`config.mk`:
```
export PLATFORM = sky130hd
export DESIGN_NAME = alu_result_stage
export DESIGN_NICKNAME = d
export VERILOG_FILES = /design/src/rtl/alu_result_stage.sv
export SDC_FILE = /design/constraint.sdc
export NUM_CORES = 1
export LEC_CHECK = 0
export CAP_MARGIN = 20
export CORE_ASPECT_RATIO = 0.7
export CORE_UTILIZATION = 55
export CTS_BUF_LIST = sky130_fd_sc_hd__clkbuf_2
export CTS_CLUSTER_SIZE = 16
export DETAILED_ROUTE_END_ITERATION = 8
export GPL_TIMING_DRIVEN = 0
export MAX_ROUTING_LAYER = met4
export PLACE_DENSITY_LB_ADDON = 0.05
export SLEW_MARGIN = 20
export SYNTH_ARGS = -nofsm -noshare
export SYNTH_HDL_FRONTEND = slang
export SYNTH_SLANG_ARGS = --single-unit
```
`constraint.sdc`:
```
create_clock -name clk -period 5.5 [get_ports clk]
set_clock_uncertainty 0.2 [all_clocks]
set_input_delay 0.825 -clock clk [delete_from_list [all_inputs] [get_ports clk]]
set_output_delay 0.825 -clock clk [all_outputs]
set_load 0.02 [all_outputs]
```
`src/rtl/alu_result_stage.sv`:
```
// Result stage behind the 8-bit ALU: merges flags into the status register, keeps the
// accumulator and a saturating beat counter, and buffers results in a 2-entry skid FIFO.
module alu_result_stage #(
  parameter int WIDTH     = 8,
  parameter int CNT_WIDTH = 16
) (
  input  logic                 clk,
  input  logic                 rst,
  input  logic                 in_valid,
  output logic                 in_ready,
  input  logic [2:0]           in_op,
  input  logic [WIDTH-1:0]     in_data,
  input  logic                 in_cout,
  input  logic                 in_ovf,
  input  logic                 in_neg,
  input  logic                 in_zero,
  input  logic                 in_wb,
  input  logic                 sticky_clr,
  output logic                 out_valid,
  input  logic                 out_ready,
  output logic [WIDTH-1:0]     out_data,
  output logic [3:0]           out_flags,
  output logic [3:0]           status_q,
  output logic                 sticky_ovf,
  output logic [WIDTH-1:0]     acc_q,
  output logic [CNT_WIDTH-1:0] op_count
);

  typedef enum logic [1:0] {
    EMPTY = 2'd0,
    HALF  = 2'd1,
    FULL  = 2'd2
  } state_t;

  localparam logic [CNT_WIDTH-1:0] CNT_ONE = {{(CNT_WIDTH-1){1'b0}}, 1'b1};

  state_t           state;
  state_t           state_next;
  logic [WIDTH-1:0] data_mem [2];
  logic [3:0]       flag_mem [2];
  logic             wr_ptr;
  logic             rd_ptr;
  logic             accept;
  logic             pop;
  logic             arith;
  logic [3:0]       flags_new;

  assign in_ready  = (state != FULL);
  assign out_valid = (state != EMPTY);
  assign accept    = in_valid & in_ready;
  assign pop       = out_valid & out_ready;
  assign out_data  = data_mem[rd_ptr];
  assign out_flags = flag_mem[rd_ptr];

  // Logic ops report C/V as 0; keep the previous arithmetic C/V instead.
  assign arith     = (in_op < 3'd3);
  assign flags_new = {in_neg, in_zero,
                      arith ? in_cout : status_q[1],
                      arith ? in_ovf  : status_q[0]};

  always_comb begin
    state_next = state;
    unique case (state)
      EMPTY:   if (accept) state_next = HALF;
      HALF: begin
        if (accept && !pop)      state_next = FULL;
        else if (pop && !accept) state_next = EMPTY;
      end
      FULL:    if (pop) state_next = HALF;
      default: state_next = EMPTY;
    endcase
  end

  always_ff @(posedge clk) begin
    if (rst) begin
      state  <= EMPTY;
      wr_ptr <= 1'b0;
      rd_ptr <= 1'b0;
      for (int unsigned i = 0; i < 2; i++) begin
        data_mem[i] <= '0;
        flag_mem[i] <= '0;
      end
    end else begin
      state <= state_next;
      if (accept) begin
        data_mem[wr_ptr] <= in_data;
        flag_mem[wr_ptr] <= flags_new;
        wr_ptr           <= ~wr_ptr;
      end
      if (pop) rd_ptr <= ~rd_ptr;
    end
  end

  always_ff @(posedge clk) begin
    if (rst) begin
      status_q   <= '0;
      sticky_ovf <= 1'b0;
      acc_q      <= '0;
      op_count   <= '0;
    end else begin
      if (accept) status_q <= flags_new;
      // A new overflow takes priority over a simultaneous clear.
      if (accept && arith && in_ovf) sticky_ovf <= 1'b1;
      else if (sticky_clr)           sticky_ovf <= 1'b0;
      if (accept && in_wb) acc_q <= in_data;
      if (accept && (op_count != '1)) op_count <= op_count + CNT_ONE;
    end
  end

endmodule

```
# Word level (Yosys, flattened, before mapping)
# Memories as Yosys holds them, arrays and structs flattened. A register that Yosys moved wholly into a read port is not among the register bits.
# Cells that the tools add are included.
dict set report op_classes {
  add_sub_neg 1
  n_mul 0
  div_mod_pow 0
  magnitude_cmp 1
  eq_ne 7
  n_shift 0
  muxes 24
  bitwise_logic 4
  n_reduce_logical 14
}
# op n
set op_table {}
lappend op_table {{two-way mux 1 bit} 17}
lappend op_table {{adder 16 x 1 -> 16 bit (second input constant)} 1}
lappend op_table {{inequality test 16 bit (second input constant)} 1}
lappend op_table {{two-way mux 2 bit} 4}
lappend op_table {{two-way mux 8 bit} 1}
lappend op_table {{OR reduction 8 bit} 1}
lappend op_table {{logical AND 1 bit} 6}
lappend op_table {{inequality test 2 bit (second input constant)} 3}
lappend op_table {{one-hot mux 2 bit (3 select lines)} 1}
lappend op_table {{two-way mux 4 bit} 1}
lappend op_table {{nonzero test 2 bit} 2}
lappend op_table {{OR reduction 4 bit} 1}
lappend op_table {{less-than comparator 3 x 2 -> 1 bit (second input constant)} 1}
lappend op_table {{inequality test 3 bit (second input constant)} 1}
lappend op_table {{AND reduction 3 bit} 1}
lappend op_table {{bitwise AND 1 bit} 2}
lappend op_table {{equality test 2 x 1 -> 1 bit (second input constant)} 1}
lappend op_table {{equality test 2 bit (second input constant)} 1}
lappend op_table {{zero test 1 bit} 2}
lappend op_table {{zero test 2 bit} 1}
lappend op_table {{NOT 1 bit} 2}
dict set report totals {
  register_bits 33
  latch_bits 0
  ramBits 24
  rom_bits 0
  input_bits 21
  out_inout_bits 43
  elab_cells 60
  mem_count 2
}
# memory words width read_ports rd_clocked_by_memory_dff write_ports line
set memory_table {}
lappend memory_table {data_mem 2 8 1 1 2 39} ;# logic [WIDTH-1:0] data_mem [2];
lappend memory_table {flag_mem 2 4 1 1 2 40} ;# logic [3:0] flag_mem [2];

# Logic depth before layout (Yosys ltp)
dict set report logic_depth {
  ltp_word 7
  ltp_mapped 8
  ltp_nobuf 7
}

# Least setup slack after synthesis
# No wires, ideal clock.
dict set report synth_timing {
  path_kind {in2reg}
  startpoint {in in_valid}
  endpoint {mem data_mem[0][0], enable pin}
  t_arrival_ns 1.695
  t_required_ns 4.917
  setup_slack_ns 3.222
  path_stages 3
  cell_sequence {nand2_2 > buf_2 > o21bai_1}
}
# element line
set synth_lines {}
lappend synth_lines {{start: declaration} 9} ;# input logic in_valid,
lappend synth_lines {{end: declaration} 39}

==> metrics.txt <==
outcome finished, violations left; violated checks DRC; minimum setup slack among reg-to-reg paths 3.38 ns; via count 2027; worst-skew pair later-pin latency 0.47 ns; fin. max-slew vios 0; largest fanout of any net on the critical path 10; cell-internal power 0.6042 mW; gate count of the mapped netlist 244; total core area 4429 sq um; Max clock buf depth 2; netlist area before placement 2585 sq um; share of cells above drive strength 1 13.40%; total area of multi-input combinational cells 1132 sq um; Highest Clock Rate 300.9 MHz; antenna violations before repair 0; post-synthesis sequential area ratio 54.21%; remaining routing DRC violations 6; CTS clk-pin slew, worst paths 0.14 ns; starting utilization of the core area 58.36%; flip-flop and latch area 1401 sq um; post-synth net total 267; total grt overflow 0; Hold Path Depth 2; normalized max-slew margin 40.43%; endpoint type of the worst setup path output pin; die boundary height 59.36 microns; commonest register cell after synthesis sky130_fd_sc_hd__dfxtp_1; Seq pwr share 58.4%; Worst Setup Start Kind register; combinational power share 17.3%; switching share of power 26.95%; detail-routed net length per standard cell 14.94 microns; post-synthesis register bit count 58; DP Wirelength 4066 microns; final layout net count 340; clock tree from TritonCTS yes; path depth of the worst reg2reg path 8; final setup fails 0; count of endpoints failing hold in the final timing report 0; TritonCTS Buffers 9; die width 83.94 microns; most frequent standard cell in the layout excluding fill and tap cells sky130_fd_sc_hd__clkdlybuf4s50_1; number of H-tree levels 3; wirelength, routed 5619 microns; area growth from synthesis to layout 29.62%; syn_area_per_cell 10.59 sq um; number of search-and-repair iterations in the first detailed-routing pass 6; Yosys warning total 0; I/O pin count 64; cell at the root of the clock tree sky130_fd_sc_hd__clkbuf_2; area enclosed by the die boundary 4983 sq um; first-pass GRT wire length 9066 microns; Post-CTS Resized 0; filler cell count 342; Power per Cell Area 246.8 nW/um^2; hold path startpoint acc_q[4]$_SDFFE_PP0P_; count of inserted antenna diode cells 0; Slew @ Worst Pin 0.8867 ns; mean number of vias per cell 5.391; peak supply drop 0.0001396 V; RD Place Congestion 0.8347; final design instance area without fill 3351 sq um; antenna viol nets, final 0; Net Sw Power 0.2229 mW; maxcap violations 0; cell area reported after detailed placement 3274 sq um; clock tree sinks 58; leakage power 1.204 nW; end of the worst register-to-register path state[1]$_SDFFE_PP0P_; count of buffers inserted at the top-level ports 62; Setup Total Neg Slack 0 ns; post-synthesis async set-or-reset flop share 0%; fraction of power consumed by the clock network 24.4%; Initial DRC Count 124; number of buffers added for setup after CTS 0; row count 20; Setup CP Type reg -> out; WHS Endpoint acc_q[4]$_SDFFE_PP0P_; most frequent cells in the layout 62 x sky130_fd_sc_hd__clkdlybuf4s50_1, 34 x sky130_fd_sc_hd__dfxtp_1, 24 x sky130_fd_sc_hd__edfxtp_1; type of the worst min-delay path reg -> reg; post-route clock period utilization 60.42%; maximum number of pins on one net before global-route repair 13; setup repair after global routing missed its margin false; post-route minimum period 3.323 ns; Crit path required time 4.47 ns; cts-stage hold buffer count 0; number of flops mapped to enable cells by yosys 24; all-layer global routing usage 25.62%; via count of the first global-routing pass 1870; worst r2r src state[0]$_SDFFE_PP0P_; CP arrival 2.30 ns; count of cell types in the netlist 45
==> critical path, stage by stage, from the launching register on <==
cell and delay [ns]:
sky130_fd_sc_hd__dfxtp_1 0.41, sky130_fd_sc_hd__buf_1 0.48, sky130_fd_sc_hd__mux2_2 0.41, sky130_fd_sc_hd__clkdlybuf4s50_1 0.54
==> synthesized netlist by cell type (3+ instances only) <==
library cell	n	share of area, %
sky130_fd_sc_hd__a211oi_1	4	1.2
sky130_fd_sc_hd__a21oi_1	19	3.7
sky130_fd_sc_hd__and2_1	21	5.1
sky130_fd_sc_hd__and3_1	5	1.2
sky130_fd_sc_hd__clkbuf_1	5	0.73
sky130_fd_sc_hd__dfxtp_1	34	26
sky130_fd_sc_hd__edfxtp_1	24	28
sky130_fd_sc_hd__inv_1	4	0.58
sky130_fd_sc_hd__mux2_2	12	5.2
sky130_fd_sc_hd__mux2i_1	5	1.9
sky130_fd_sc_hd__nand2_1	23	3.3
sky130_fd_sc_hd__nand3_1	16	3.1
sky130_fd_sc_hd__nand4_1	3	0.73
sky130_fd_sc_hd__nor2_1	15	2.2
sky130_fd_sc_hd__nor2b_1	3	0.73
sky130_fd_sc_hd__nor4_1	3	0.73
sky130_fd_sc_hd__o21ai_1	3	0.58
sky130_fd_sc_hd__or3_1	3	0.73
sky130_fd_sc_hd__xnor2_1	10	3.4
==> worst max-delay path by stage <==
| stage | startpoint | to | cells past startpoint |
|---|---|---|---|
| 2_1_floorplan | in_valid | data_mem[0][0]$_SDFFCE_PN0P_ | 3 |
| 3_3_place_gp | in_valid | flag_mem[0][3]$_SDFFCE_PN0P_ | 4 |
| 3_5_place_dp | in_valid | data_mem[0][5]$_SDFFCE_PN0P_ | 4 |
| 4_1_cts | register | out_data[2] | 3 |
| 5_1_grt | register | out_flags[0] | 3 |
| 6_report | register | out_flags[1] | 3 |
==> per-layer routing <==
layer  up-vias  share of wire (%)  track usage, %
met5         -                  0               -
met4         0               0.93           6.897
met3         7                6.7           9.053
met2        63                 41           35.36
met1       934                 51           35.71
li1       1023                  -               -
==> cell type report <==
class | count | area share (%)
inverter | 5 | 0.5601
timing repair buffer | 62 | 18.52
multi-input combinational | 172 | 33.79
buffer | 9 | 1.083
clock buffer | 13 | 1.942
tap | 55 | 2.054
sequential | 58 | 41.82
clock inverter | 2 | 0.2240
==> state kept, by name, indices dropped and copies added, names as in the netlist, named ones only <==
name and flops:
status_q 4, acc_q 8, data_mem 16, op_count 16, state 2, rd_ptr 1, wr_ptr 1, flag_mem 8
sticky_ovf 1
==> power by group through the flow <==
| stage | sequential [mW] | clock (mW) | combinational (mW) |
|---|---|---|---|
| floorplan | 0.498 | 0 | 0.0701 |
| global placement | 0.492 | 0 | 0.140 |
| detailed placement | 0.493 | 0 | 0.142 |
| CTS | 0.483 | 0.206 | 0.143 |
| global route | 0.486 | 0.227 | 0.154 |
| finish | 0.483 | 0.201 | 0.143 |
==> cell families (layout without fill, tap and decap cells) <==
family                   count (synthesis)  in the layout  share of synthesized area, %
AND/OR/NAND/NOR                        110            110                         24.40
AO/OA/AOI/OAI                           32             32                         7.405
flip-flops                              58             58                         54.21
multiplexers                            17             17                         7.164
buffers and inverters                   14             91                         2.130
XOR/XNOR                                11             11                         3.727
adder cells (fa/ha/maj)                  2              2                        0.9679
==> per-stage QoR <==
step	power, mW	hold slack (ns)	utilization (%)	setup slack, ns	cells
6_report	0.8271	0.2680	75.65	2.177	376
5_1_grt	0.8660	0.2896	75.65	2.042	376
2_1_floorplan	0.5676	0.2725	-	3.222	244
4_1_cts	0.8315	0.2682	75.57	2.130	376
3_5_place_dp	0.6344	0.2494	73.93	2.302	361
3_3_place_gp	0.6317	0.2431	73.93	2.314	361
Note: power is estimated with default switching activity, not from simulation.
